--- config.mk ---
export PLATFORM = sky130hd
export DESIGN_NAME = period_meter_flat
export DESIGN_NICKNAME = d
export VERILOG_FILES = /design/src/rtl/period_meter_if.sv /design/src/rtl/period_meter.sv /design/src/flat_wrapper.sv
export SDC_FILE = /design/constraint.sdc
export NUM_CORES = 1
export LEC_CHECK = 0
export ABC_CLOCK_PERIOD_IN_PS = 6800
export BUFFER_PORTS_ARGS = -buffer_cell sky130_fd_sc_hd__buf_2
export CAP_MARGIN = 30
export CORE_MARGIN = 2
export CORE_UTILIZATION = 63
export DETAILED_ROUTE_END_ITERATION = 7
export GPL_TIMING_DRIVEN = 1
export HOLD_SLACK_MARGIN = 0.05
export PLACE_DENSITY = 0.95
export SLEW_MARGIN = 5
export SYNTH_ARGS = -nofsm -noshare
export SYNTH_HDL_FRONTEND = slang
export SYNTH_SLANG_ARGS = --single-unit
--- constraint.sdc ---
create_clock -name clkIn -period 6.8 [get_ports clkIn]
set_input_delay 1.02 -clock clkIn [delete_from_list [all_inputs] [get_ports clkIn]]
set_output_delay 1.02 -clock clkIn [all_outputs]
set_load 0.005 [all_outputs]
--- src/rtl/period_meter_if.sv ---
// Signal-under-test and measurement results of the period meter.
// The slave side is the meter; the master side is whoever feeds and observes it.
interface period_meter_if #(
    parameter int CNT_W = 26
);
    logic             sigIn;
    logic [CNT_W-1:0] period;
    logic             periodValid;
    logic             timeout;
    logic             glitch;
    logic             locked;

    modport master (
        output sigIn,
        input  period, periodValid, timeout, glitch, locked
    );

    modport slave (
        input  sigIn,
        output period, periodValid, timeout, glitch, locked
    );
endinterface

--- src/rtl/period_meter.sv ---
// Measures rising-edge spacing of a slow asynchronous signal in clkIn cycles,
// rejecting glitches and flagging loss of edges with a timeout pulse.
module period_meter #(
    parameter int CNT_W       = 26,
    parameter int TIMEOUT     = 50000000,
    parameter int MIN_PERIOD  = 2,
    parameter int SYNC_STAGES = 2
) (
    input  logic clkIn,
    input  logic rst,
    period_meter_if.slave bus
);
    localparam logic [CNT_W-1:0] TIMEOUT_C = CNT_W'(TIMEOUT);
    localparam logic [CNT_W-1:0] MIN_C     = CNT_W'(MIN_PERIOD);
    localparam logic [CNT_W-1:0] ONE_C     = CNT_W'(1);

    typedef enum logic {
        IDLE,
        MEASURE
    } state_t;

    state_t state, stateNext;

    logic [SYNC_STAGES-1:0] syncQ;
    logic                   prevQ;
    logic                   rise;

    logic [CNT_W-1:0] count, countNext, countInc;
    logic [CNT_W-1:0] periodQ, periodNext;
    logic             validQ, validNext;
    logic             timeoutQ, timeoutNext;
    logic             glitchQ, glitchNext;

    always_ff @(posedge clkIn or posedge rst) begin
        if (rst) begin
            syncQ <= '0;
            prevQ <= 1'b0;
        end else begin
            syncQ <= {syncQ[SYNC_STAGES-2:0], bus.sigIn};
            prevQ <= syncQ[SYNC_STAGES-1];
        end
    end

    assign rise     = syncQ[SYNC_STAGES-1] & ~prevQ;
    assign countInc = count + ONE_C;

    always_ff @(posedge clkIn or posedge rst) begin
        if (rst) begin
            state    <= IDLE;
            count    <= '0;
            periodQ  <= '0;
            validQ   <= 1'b0;
            timeoutQ <= 1'b0;
            glitchQ  <= 1'b0;
        end else begin
            state    <= stateNext;
            count    <= countNext;
            periodQ  <= periodNext;
            validQ   <= validNext;
            timeoutQ <= timeoutNext;
            glitchQ  <= glitchNext;
        end
    end

    always_comb begin
        stateNext   = state;
        countNext   = count;
        periodNext  = periodQ;
        validNext   = 1'b0;
        timeoutNext = 1'b0;
        glitchNext  = 1'b0;
        unique case (state)
            IDLE: begin
                countNext = '0;
                if (rise) stateNext = MEASURE;
            end
            MEASURE: begin
                // An accepted edge beats the timeout threshold on the same cycle
                if (rise && countInc >= MIN_C) begin
                    periodNext = countInc;
                    validNext  = 1'b1;
                    countNext  = '0;
                end else begin
                    countNext  = countInc;
                    glitchNext = rise;
                    if (countInc == TIMEOUT_C) begin
                        timeoutNext = 1'b1;
                        stateNext   = IDLE;
                        countNext   = '0;
                    end
                end
            end
            default: begin
                stateNext = IDLE;
                countNext = '0;
            end
        endcase
    end

    assign bus.period      = periodQ;
    assign bus.periodValid = validQ;
    assign bus.timeout     = timeoutQ;
    assign bus.glitch      = glitchQ;
    assign bus.locked      = (state == MEASURE);
endmodule

--- src/flat_wrapper.sv ---
// flat-port wrapper written by rule: the top's interface ports become plain ports
module period_meter_flat 
#(
    parameter int CNT_W       = 26,
    parameter int TIMEOUT     = 50000000,
    parameter int MIN_PERIOD  = 2,
    parameter int SYNC_STAGES = 2
)
  (clkIn, rst, bus_sigIn, bus_period, bus_periodValid, bus_timeout, bus_glitch, bus_locked);
  period_meter_if #(.CNT_W(CNT_W)) bus_i ();
  input  logic clkIn;
  input  logic rst;
  input wire logic [$bits(bus_i.sigIn)-1:0] bus_sigIn;
  output wire logic [$bits(bus_i.period)-1:0] bus_period;
  output wire logic [$bits(bus_i.periodValid)-1:0] bus_periodValid;
  output wire logic [$bits(bus_i.timeout)-1:0] bus_timeout;
  output wire logic [$bits(bus_i.glitch)-1:0] bus_glitch;
  output wire logic [$bits(bus_i.locked)-1:0] bus_locked;
  assign bus_i.sigIn = bus_sigIn;
  assign bus_period = bus_i.period;
  assign bus_periodValid = bus_i.periodValid;
  assign bus_timeout = bus_i.timeout;
  assign bus_glitch = bus_i.glitch;
  assign bus_locked = bus_i.locked;
  period_meter #(.CNT_W(CNT_W), .TIMEOUT(TIMEOUT), .MIN_PERIOD(MIN_PERIOD), .SYNC_STAGES(SYNC_STAGES)) u_core (.clkIn(clkIn), .rst(rst), .bus(bus_i));
endmodule
**Word-level counts from Yosys, hierarchy flattened**

Cells that the tools add are included.
W data, S select, Z words.

- Word-level logic and storage cells: 30
- Input bits: 3
- Bits in registers: 59
- Output and inout bits: 30

- Bitwise logic cells: 3
- $add $sub $neg: 1
- Muxes and demuxes: 14
- Magnitude comparators: 1
- Equality and inequality tests: 1
- Reduce and logical (&&, ||, !) cells: 2

Operators with widths:

| kind | count |
|---|---|
| $mux W26 | 2 |
| $pmux W26 S2 | 1 |
| $add A26 B1 Y26 const B | 1 |
| $eq A26 B26 Y1 const B | 1 |
| $ge A26 B2 Y1 const B | 1 |
| $mux W1 | 10 |
| $not A1 Y1 | 2 |
| $pmux W1 S2 | 1 |
| $reduce_and A2 Y1 | 1 |
| $and A1 B1 Y1 | 1 |
| $logic_and A1 B1 Y1 | 1 |

**Logic depth before layout (Yosys ltp)**

Gate-level depths: netlist of the first run.

- Word-level depth: 5
- Gate-level depth with buffers: 10
- Mapped depth without buffers: 8

**Least setup slack after synthesis of the first run**

No wires, ideal clock.

- Path type: register -> register
- From: register u_core.count[6]
- To: register u_core.periodQ[20], in the netlist u_core.bus.period[20]
- Setup time: 0.127 ns
- Clock period less this slack: 3.077 ns
- Arrival: 2.950 ns
- Path slack: 3.723 ns
- Path buffers: 3
- Cell stages (with the launch flop): 11
- Required time: 6.673 ns
- Cell sequence: dfrtp_1 clkbuf_1 nand2_1 or4_1 buf_2 xnor2_1 a221oi_1 nand3_1 o311ai_4 buf_6 mux2_1

- Longest elaborated chain between the ends: 4

RTL lines:

| what | RTL line | RTL |
|---|---|---|
| start: declaration | period_meter.sv:28 | `logic [CNT_W-1:0] count, countNext, countInc;` |
| start signal: assignment | period_meter.sv:57 | `count <= countNext;` |
| $add A26 B1 Y26 (*) | period_meter.sv:45 | `assign countInc = count + ONE_C;` |
| $ge A26 B2 Y1 | period_meter.sv:79 | `if (rise && countInc >= MIN_C) begin` |
| $logic_and A1 B1 Y1 | period_meter.sv:79 |  |
| $reduce_and A2 Y1 (no line) | - |  |
| end signal: assignment | period_meter.sv:58 | `periodQ <= periodNext;` |
| end: declaration | period_meter.sv:29 | `logic [CNT_W-1:0] periodQ, periodNext;` |

Mark *: on every way between the ends. The rest lies on a longest branch, timed or not.
A chain may end at the register's enable or synchronous reset.

**Worst setup path in the final report of the first run**

- From: register u_core.count[4]
- To: register u_core.periodQ[20], in the netlist u_core.bus.period[20]

The elaborated chain is that of the path after synthesis.

==> results of run 1 <==
-- worst min-delay path by stage --
stage                                   start                         to  cells past startpoint
finish              u_core.syncQ[0]$_DFF_PP0_  u_core.syncQ[1]$_DFF_PP0_                      0
global route        u_core.syncQ[0]$_DFF_PP0_  u_core.syncQ[1]$_DFF_PP0_                      0
CTS                 u_core.syncQ[0]$_DFF_PP0_  u_core.syncQ[1]$_DFF_PP0_                      0
detailed placement  u_core.syncQ[0]$_DFF_PP0_  u_core.syncQ[1]$_DFF_PP0_                      0
global placement    u_core.syncQ[0]$_DFF_PP0_  u_core.syncQ[1]$_DFF_PP0_                      0
floorplan           u_core.syncQ[0]$_DFF_PP0_  u_core.syncQ[1]$_DFF_PP0_                      0
-- power groups by stage --
stage	registers (W)	clock network, W	logic, W
after detailed placement	0.000415	0	0.000220
after global placement	0.000413	0	0.000211
after CTS	0.000410	0.000341	0.000221
final	0.000410	0.000335	0.000219
after global routing	0.000414	0.000352	0.000241
after floorplan	0.000411	0	0.000164
-- metal layers --
layer  share of wire [%]  GRT usage (%)  vias to the layer above
met5                   0              0                        -
met4                 2.5           12.1                        0
met3                 7.2           8.70                       18
met2                  45           41.4                      107
met1                  45           39.1                     1134
li1                    -              -                     1081
-- per-stage QoR --
stage / utilization (%) / instance area (um2)
finish: 73.2 / 3410
global route: 73.2 / 3410
CTS: 73.2 / 3410
detailed placement: 68.6 / 3200
global placement: 68.6 / 3200
floorplan: - / 3020
-- sequential cells by signal, summed over array words and instances, names as in the netlist --
name and flops:
u_core.bus.glitch 1, u_core.syncQ 2, u_core.bus.locked 1, u_core.prevQ 1
u_core.bus.timeout 1, u_core.count 26, u_core.bus.periodValid 1, u_core.bus.period 26
-- synthesized netlist by cell type, drive strengths merged, types with 9 or more instances --
library cell,count,area [um2]
xnor2,14,123
dfrtp,59,1480
and3,18,113
nand2,16,60.1
mux2,13,146
nor4,14,100
nand3,14,70.1
nor2,12,45.0
clkbuf,9,33.8
xor2,10,87.6
nor3b,13,97.6
-- layout by cell type (no fill, tap or decap), types with 7 or more instances in the layout --
| cell | count |
|---|---|
| o2bb2ai_1 | 8 |
| dfrtp_1 | 59 |
| nor2_1 | 12 |
| nand3_1 | 14 |
| inv_1 | 7 |
| xor2_1 | 10 |
| and3_1 | 18 |
| xnor2_1 | 14 |
| buf_2 | 32 |
| nor4_1 | 12 |
| nor3b_1 | 13 |
| clkbuf_8 | 13 |
| mux2_1 | 7 |
| nand2_1 | 16 |
-- logic make-up (layout without fill, tap and decap cells) --
| logic type | after synthesis | count (layout) | share of synthesized area [%] |
|---|---|---|---|
| mux | 17 | 17 | 6.18 |
| flops | 59 | 59 | 48.9 |
| xor+xnor | 24 | 24 | 6.97 |
| fa+ha+maj | 2 | 2 | 0.829 |
| buf+inv | 22 | 58 | 3.32 |
| compound gates | 30 | 30 | 9.74 |
| simple gates | 120 | 120 | 24.0 |
-- worst max-delay path, delay by kind of cell (launching register included) --
| family | cells | cell delay [ps] |
|---|---|---|
| flip-flops | 1 | 470 |
| AO/OA/AOI/OAI | 2 | 1140 |
| multiplexers | 1 | 350 |
| AND/OR/NAND/NOR | 3 | 1280 |
| XOR/XNOR | 1 | 310 |
| buffers and inverters | 1 | 340 |
-- layout make-up --
type / count / area [um2] / area share [%]
Sequential cell: 59 / 1480 / 43.3
Multi-Input combinational cell: 193 / 1440 / 42.3
Clock buffer: 14 / 183 / 5.36
Timing Repair Buffer: 35 / 183 / 5.36
Tap cell: 54 / 67.6 / 1.98
Clock inverter: 1 / 30.0 / 0.880
Inverter: 8 / 30.0 / 0.880
==> flow_metrics.py, run 1 <==
metrics = {
    "power_and_ir_drop": {
        "p_seq_share_pct": 42.5,
        "p_clk_share_pct": 34.7,
        "power_density_nw_per_um2": 283,
        "ir_drop_mv": 0.224,
        "p_sw_w": 0.000287,
        "p_comb_share_pct": 22.7,
        "power_w": 0.000964,
        "p_sw_share_pct": 29.8,
        "internal_power_w": 0.000677,
        "p_leak_nw": 1.67,
    },
    "drt": {
        "antenna_left": 0,
        "drtIter0Drc": 245,
        "totalWireLength_um": 6760,
        "drc": 0,
        "drt-pass1-iter-count": 4,
        "via_count": 2340,
        "routedWlPerCell_um": 18.6,
        "vias_per_cell": 6.43,
    },
    "die": {
        "io_pins": 33,
        "placementRows": 25,
        "chipHeight_um": 73.2,
        "dieWidth_um": 73.2,
        "start_util_pct": 64.8,
        "dieArea_um2": 5360,
        "core_um2": 4660,
    },
    "worst_setup_path": {
        "r2r_slack_ps": 2780,
        "r2r-end": "u_core.bus.period[20]$_DFFE_PP0P_",
        "worstSetupEndpointType": "flop",
        "cp-startpoint": "u_core.count[4]$_DFF_PP0_",
        "path_cells": "nand4_2, nor4_1, nand4_1, xor2_1, o21ai_0, o311ai_4, buf_4, mux2_1",
        "crit_slowest_cell": "nor4_1",
        "reg2reg_from": "u_core.count[4]$_DFF_PP0_",
        "path_max_fanout": 14,
        "max_stage_delay_ps": 810,
        "path_class": "flop to flop",
        "arrival_ps": 4230,
        "endpoint": "u_core.bus.period[20]$_DFFE_PP0P_",
        "cp.required_ps": 7010,
        "crit_path_start_kind": "flop",
        "rr_worst_depth": 8,
    },
    "yosys": {
        "ys_seq_area_share_pct": 48.9,
        "ys_ff_latch": 59,
        "synth.distinct_cells": 50,
        "synth_edf_count": 0,
        "synth_nets": 279,
        "synth-async-reset-ratio_pct": 100,
        "netlist_area_um2": 3020,
        "avgSynthCellArea_um2": 11.0,
        "ys_warn_count": 0,
        "syn-instance-count": 274,
        "yosys_most_used_dff": "dfrtp_1",
    },
    "timing": {
        "setup_ws_ps": 2780,
        "finalCritPeriodShare_pct": 59.1,
        "finalMaxSlewViolations": 0,
        "maxSlewHeadroom_pct": 36.4,
        "setup_viol": 0,
        "fmax_ghz": 0.249,
        "worst_slew_pin_slew_ps": 944,
        "skew_ps": 8.56,
        "rsz0062_at_grt": "no",
        "post-route-min-period_ps": 4020,
        "hold_viol": 0,
        "holdWs_ps": 362,
        "tns_ps": 0,
    },
    "flow_run": {
        "maxCapViolCount": 0,
    },
    "finish": {
        "fin_nets": 311,
        "area_growth_pct": 13.0,
        "drive_gt1_share_pct": 21.0,
        "n_fill_cell": 319,
        "stdcell_count": 364,
        "antennaDiodeCount": 0,
    },
    "clock_tree": {
        "clk_pin_slew_ps": 60,
        "cts_buffer_depth": 2,
        "numCtsBuffers": 9,
        "tritoncts": "yes",
        "hold_buffers": 0,
        "post_cts_buffers": 0,
        "clk_latency_ps": 340,
        "htreeDepth": 3,
        "root_buffer": "clkbuf_8",
        "cts.sinks": 59,
        "cts_resized": 0,
    },
    "grt": {
        "grt_pass1_wl_um": 11200,
        "overflow": 0,
        "grt_start_max_net_pins": 60,
        "grt_pass1_vias": 2291,
        "grt_use_total_pct": 28.3,
        "antenna_found_initial": 0,
    },
    "min_path": {
        "hp-class": "flop to flop",
    },
    "outcome": {
        "status": "completed",
    },
    "placed_design": {
        "port_buffers": 32,
        "post-place-cells": 349,
        "gp_congestion": 0.918,
        "pre_cts_slack_ps": 2820,
        "dpl.hpwl_um": 4640,
    },
}
Power figures use the tool's default switching activity.
==> run 2: changes to the inputs <==
--- a/config.mk
+++ b/config.mk
@@ -5,15 +5,16 @@
 export SDC_FILE = /design/constraint.sdc
 export NUM_CORES = 1
 export LEC_CHECK = 0
-export ABC_CLOCK_PERIOD_IN_PS = 6800
+export ABC_AREA = 1
+export ABC_CLOCK_PERIOD_IN_PS = 3330
 export BUFFER_PORTS_ARGS = -buffer_cell sky130_fd_sc_hd__buf_2
 export CAP_MARGIN = 30
 export CORE_MARGIN = 2
-export CORE_UTILIZATION = 63
+export CORE_UTILIZATION = 53
 export DETAILED_ROUTE_END_ITERATION = 7
 export GPL_TIMING_DRIVEN = 1
 export HOLD_SLACK_MARGIN = 0.05
-export PLACE_DENSITY = 0.95
+export PLACE_DENSITY = 0.86
 export SLEW_MARGIN = 5
 export SYNTH_ARGS = -nofsm -noshare
 export SYNTH_HDL_FRONTEND = slang
==> constraint.sdc (replaced) <==
create_clock -name clkIn -period 3.33 [get_ports clkIn]
set_input_delay 0.4995 -clock clkIn [delete_from_list [all_inputs] [get_ports clkIn]]
set_output_delay 0.4995 -clock clkIn [all_outputs]
set_load 0.005 [all_outputs]
==> flow_metrics.py, run 2 <==
metrics = {
    "die": {
        "io_pins": 33,
        "dieArea_um2": 7070,
        "dieWidth_um": 84.1,
        "placementRows": 29,
        "core_um2": 6280,
        "chipHeight_um": 84.1,
        "start_util_pct": 54.1,
    },
    "placed_design": {
        "dpl.hpwl_um": 6200,
        "port_buffers": 32,
        "pre_cts_slack_ps": 495,
        "gp_congestion": 1.00,
    },
    "grt": {
        "grt_pass1_wl_um": 14600,
        "grt_pass1_vias": 3102,
        "antenna_found_initial": 0,
        "overflow": 0,
        "grt_use_total_pct": 26.1,
        "grt_start_max_net_pins": 50,
    },
    "yosys": {
        "synth.distinct_cells": 33,
        "avgSynthCellArea_um2": 7.21,
        "ys_top_cells_by_area": "dfrtp_1 (43%), nand2_1 (18%), nor2_1 (8.2%)",
        "synth_common_cells": "nand2_1 (164), nor2_1 (74), dfrtp_1 (59)",
        "yosys_most_used_dff": "dfrtp_1",
        "synth-async-reset-ratio_pct": 100,
        "ys_warn_count": 0,
        "synth_top_cell_by_area": "dfrtp_1",
        "syn-instance-count": 471,
        "ys_seq_area_share_pct": 43.5,
        "synth_top_area_share_pct": 43.5,
        "synth_nets": 476,
        "synth_edf_count": 0,
        "netlist_area_um2": 3400,
        "synth_most_common_cell": "nand2_1",
        "ys_ff_latch": 59,
    },
    "power_and_ir_drop": {
        "p_seq_share_pct": 40.0,
        "p_sw_w": 0.000696,
        "p_sw_share_pct": 33.6,
        "p_leak_nw": 1.97,
        "p_comb_share_pct": 24.3,
        "power_density_nw_per_um2": 544,
        "p_clk_share_pct": 35.7,
        "internal_power_w": 0.00137,
        "ir_drop_mv": 0.552,
    },
    "worst_setup_path": {
        "r2r-end": "u_core.bus.period[18]$_DFFE_PP0P_",
        "path_max_fanout": 49,
        "reg2reg_from": "u_core.count[0]$_DFF_PP0_",
        "cp.required_ps": 3560,
        "max_stage_delay_ps": 480,
        "r2r_slack_ps": 430,
        "rr_worst_depth": 14,
        "arrival_ps": 3130,
        "crit_slowest_cell": "dfrtp_1",
        "cpMostUsedCell": "nand2_1",
        "worstSetupEndpointType": "flop",
        "path_cells": "ha_1, nand2_2, nor2_4, nand2_2, nor2_2, nand2_1, xor2_1, nand2_1, nor2_2, nand3_4, nand2_4, inv_2, nand2_1, nand2_1",
        "crit_path_start_kind": "flop",
        "path_class": "flop to flop",
    },
    "drt": {
        "antenna_left": 0,
        "totalWireLength_um": 8390,
        "drt-pass1-iter-count": 5,
        "drc": 0,
        "via_count": 3119,
        "vias_per_cell": 5.30,
        "drtIter0Drc": 274,
        "routedWlPerCell_um": 14.3,
    },
    "clock_tree": {
        "tritoncts": "yes",
        "clk_latency_ps": 340,
        "cts_buffer_depth": 2,
        "cts.sinks": 59,
        "root_buffer": "clkbuf_8",
        "clk_pin_slew_ps": 70,
        "hold_buffers": 0,
        "cts_resized": 0,
        "numCtsBuffers": 9,
        "post_cts_buffers": 0,
        "htreeDepth": 3,
    },
    "min_path": {
        "hp-class": "input pin to asynchronous set/reset pin",
    },
    "timing": {
        "maxSlewHeadroom_pct": 60.7,
        "skew_ps": 10.9,
        "setup_viol": 0,
        "hold_viol": 0,
        "fmax_ghz": 0.345,
        "finalMaxSlewViolations": 0,
        "post-route-min-period_ps": 2900,
        "worst_slew_pin_slew_ps": 588,
        "setup_ws_ps": 430,
        "finalCritPeriodShare_pct": 87.1,
        "tns_ps": 0,
        "rsz0062_at_grt": "no",
    },
    "finish": {
        "antennaDiodeCount": 0,
        "final_cell_mix": "nand2_1 (164), nor2_1 (74), dfrtp_1 (59), inv_1 (45), buf_2 (32)",
        "drive_gt1_share_pct": 18.0,
        "n_fill_cell": 572,
        "final_common_cell": "nand2_1",
        "utilization_pct": 60.6,
        "area_growth_pct": 12.0,
        "fin_nets": 511,
    },
    "flow_run": {
        "maxCapViolCount": 0,
    },
    "outcome": {
        "status": "completed",
    },
}
==> run 2: cell count changes after synthesis, moves of 13 or more <==
cell     delta
and3_1     -18
inv_1      +38
nand2_1   +148
nand3_1    +16
nor2_1     +62
nor3b_1    -13
o21ai_0    +13
==> run 2: logic make-up after synthesis <==
group,synth area share [%]
fa+ha+maj,0.737
xor+xnor,1.29
simple gates,41.8
flops,43.5
buf+inv,8.18
compound gates,4.57
==> run 2: area by class of cell <==
type	instances	area [um2]	area share (%)
sequential	59	1480	38.8
clock inverter	6	88.8	2.33
multi-input combinational	351	1640	43.2
tap	77	96.3	2.53
timing repair buffer	33	168	4.41
inverter	52	195	5.13
clock buffer	10	138	3.62
==> run 2: metal layers <==
metal / global-route usage, % / up-vias / wire (um)
li1: - / 1522 / -
met1: 34.3 / 1470 / 3740
met2: 41.7 / 104 / 4000
met3: 5.34 / 23 / 408
met4: 11.3 / 0 / 255
met5: 0 / - / 0
==> run 2: how the worst max path moves through the flow <==
stage	from	end	slack, ps	depth (start not counted)
after floorplan	u_core.count[0]$_DFF_PP0_	u_core.bus.period[20]$_DFFE_PP0P_	970	14
after global placement	u_core.count[0]$_DFF_PP0_	u_core.bus.period[19]$_DFFE_PP0P_	600	14
after detailed placement	u_core.count[0]$_DFF_PP0_	u_core.bus.period[3]$_DFFE_PP0P_	490	14
after CTS	u_core.count[0]$_DFF_PP0_	u_core.bus.period[3]$_DFFE_PP0P_	460	14
after global routing	u_core.count[0]$_DFF_PP0_	u_core.bus.period[18]$_DFFE_PP0P_	100	14
final	u_core.count[0]$_DFF_PP0_	u_core.bus.period[18]$_DFFE_PP0P_	430	14
==> run 2: worst max-delay path, delay by kind of cell (launching register included) <==
family / cells / cell delay [ps]
and+or+nand+nor: 11 / 1540
DFF: 1 / 480
adders and majority gates: 1 / 330
xor gates and xnor gates: 1 / 330
buffers and inverters: 1 / 120
==> run 2: power by group through the flow <==
| stage | Clock (W) | Combinational, W | Sequential [W] |
|---|---|---|---|
| 2_1_floorplan | 0 | 0.000427 | 0.000840 |
| 3_3_place_gp | 0 | 0.000478 | 0.000838 |
| 3_5_place_dp | 0 | 0.000489 | 0.000841 |
| 4_1_cts | 0.000744 | 0.000498 | 0.000828 |
| 5_1_grt | 0.000773 | 0.000559 | 0.000839 |
| 6_report | 0.000739 | 0.000503 | 0.000828 |
==> run 2: metrics by stage <==
step,power [W],hold WS (ps),cell area [um2],instances
6_report,0.00207,209,3800,588
5_1_grt,0.00217,263,3800,588
4_1_cts,0.00207,231,3800,588
3_5_place_dp,0.00133,336,3580,572
3_3_place_gp,0.00132,332,3580,572
2_1_floorplan,0.00127,331,3400,471
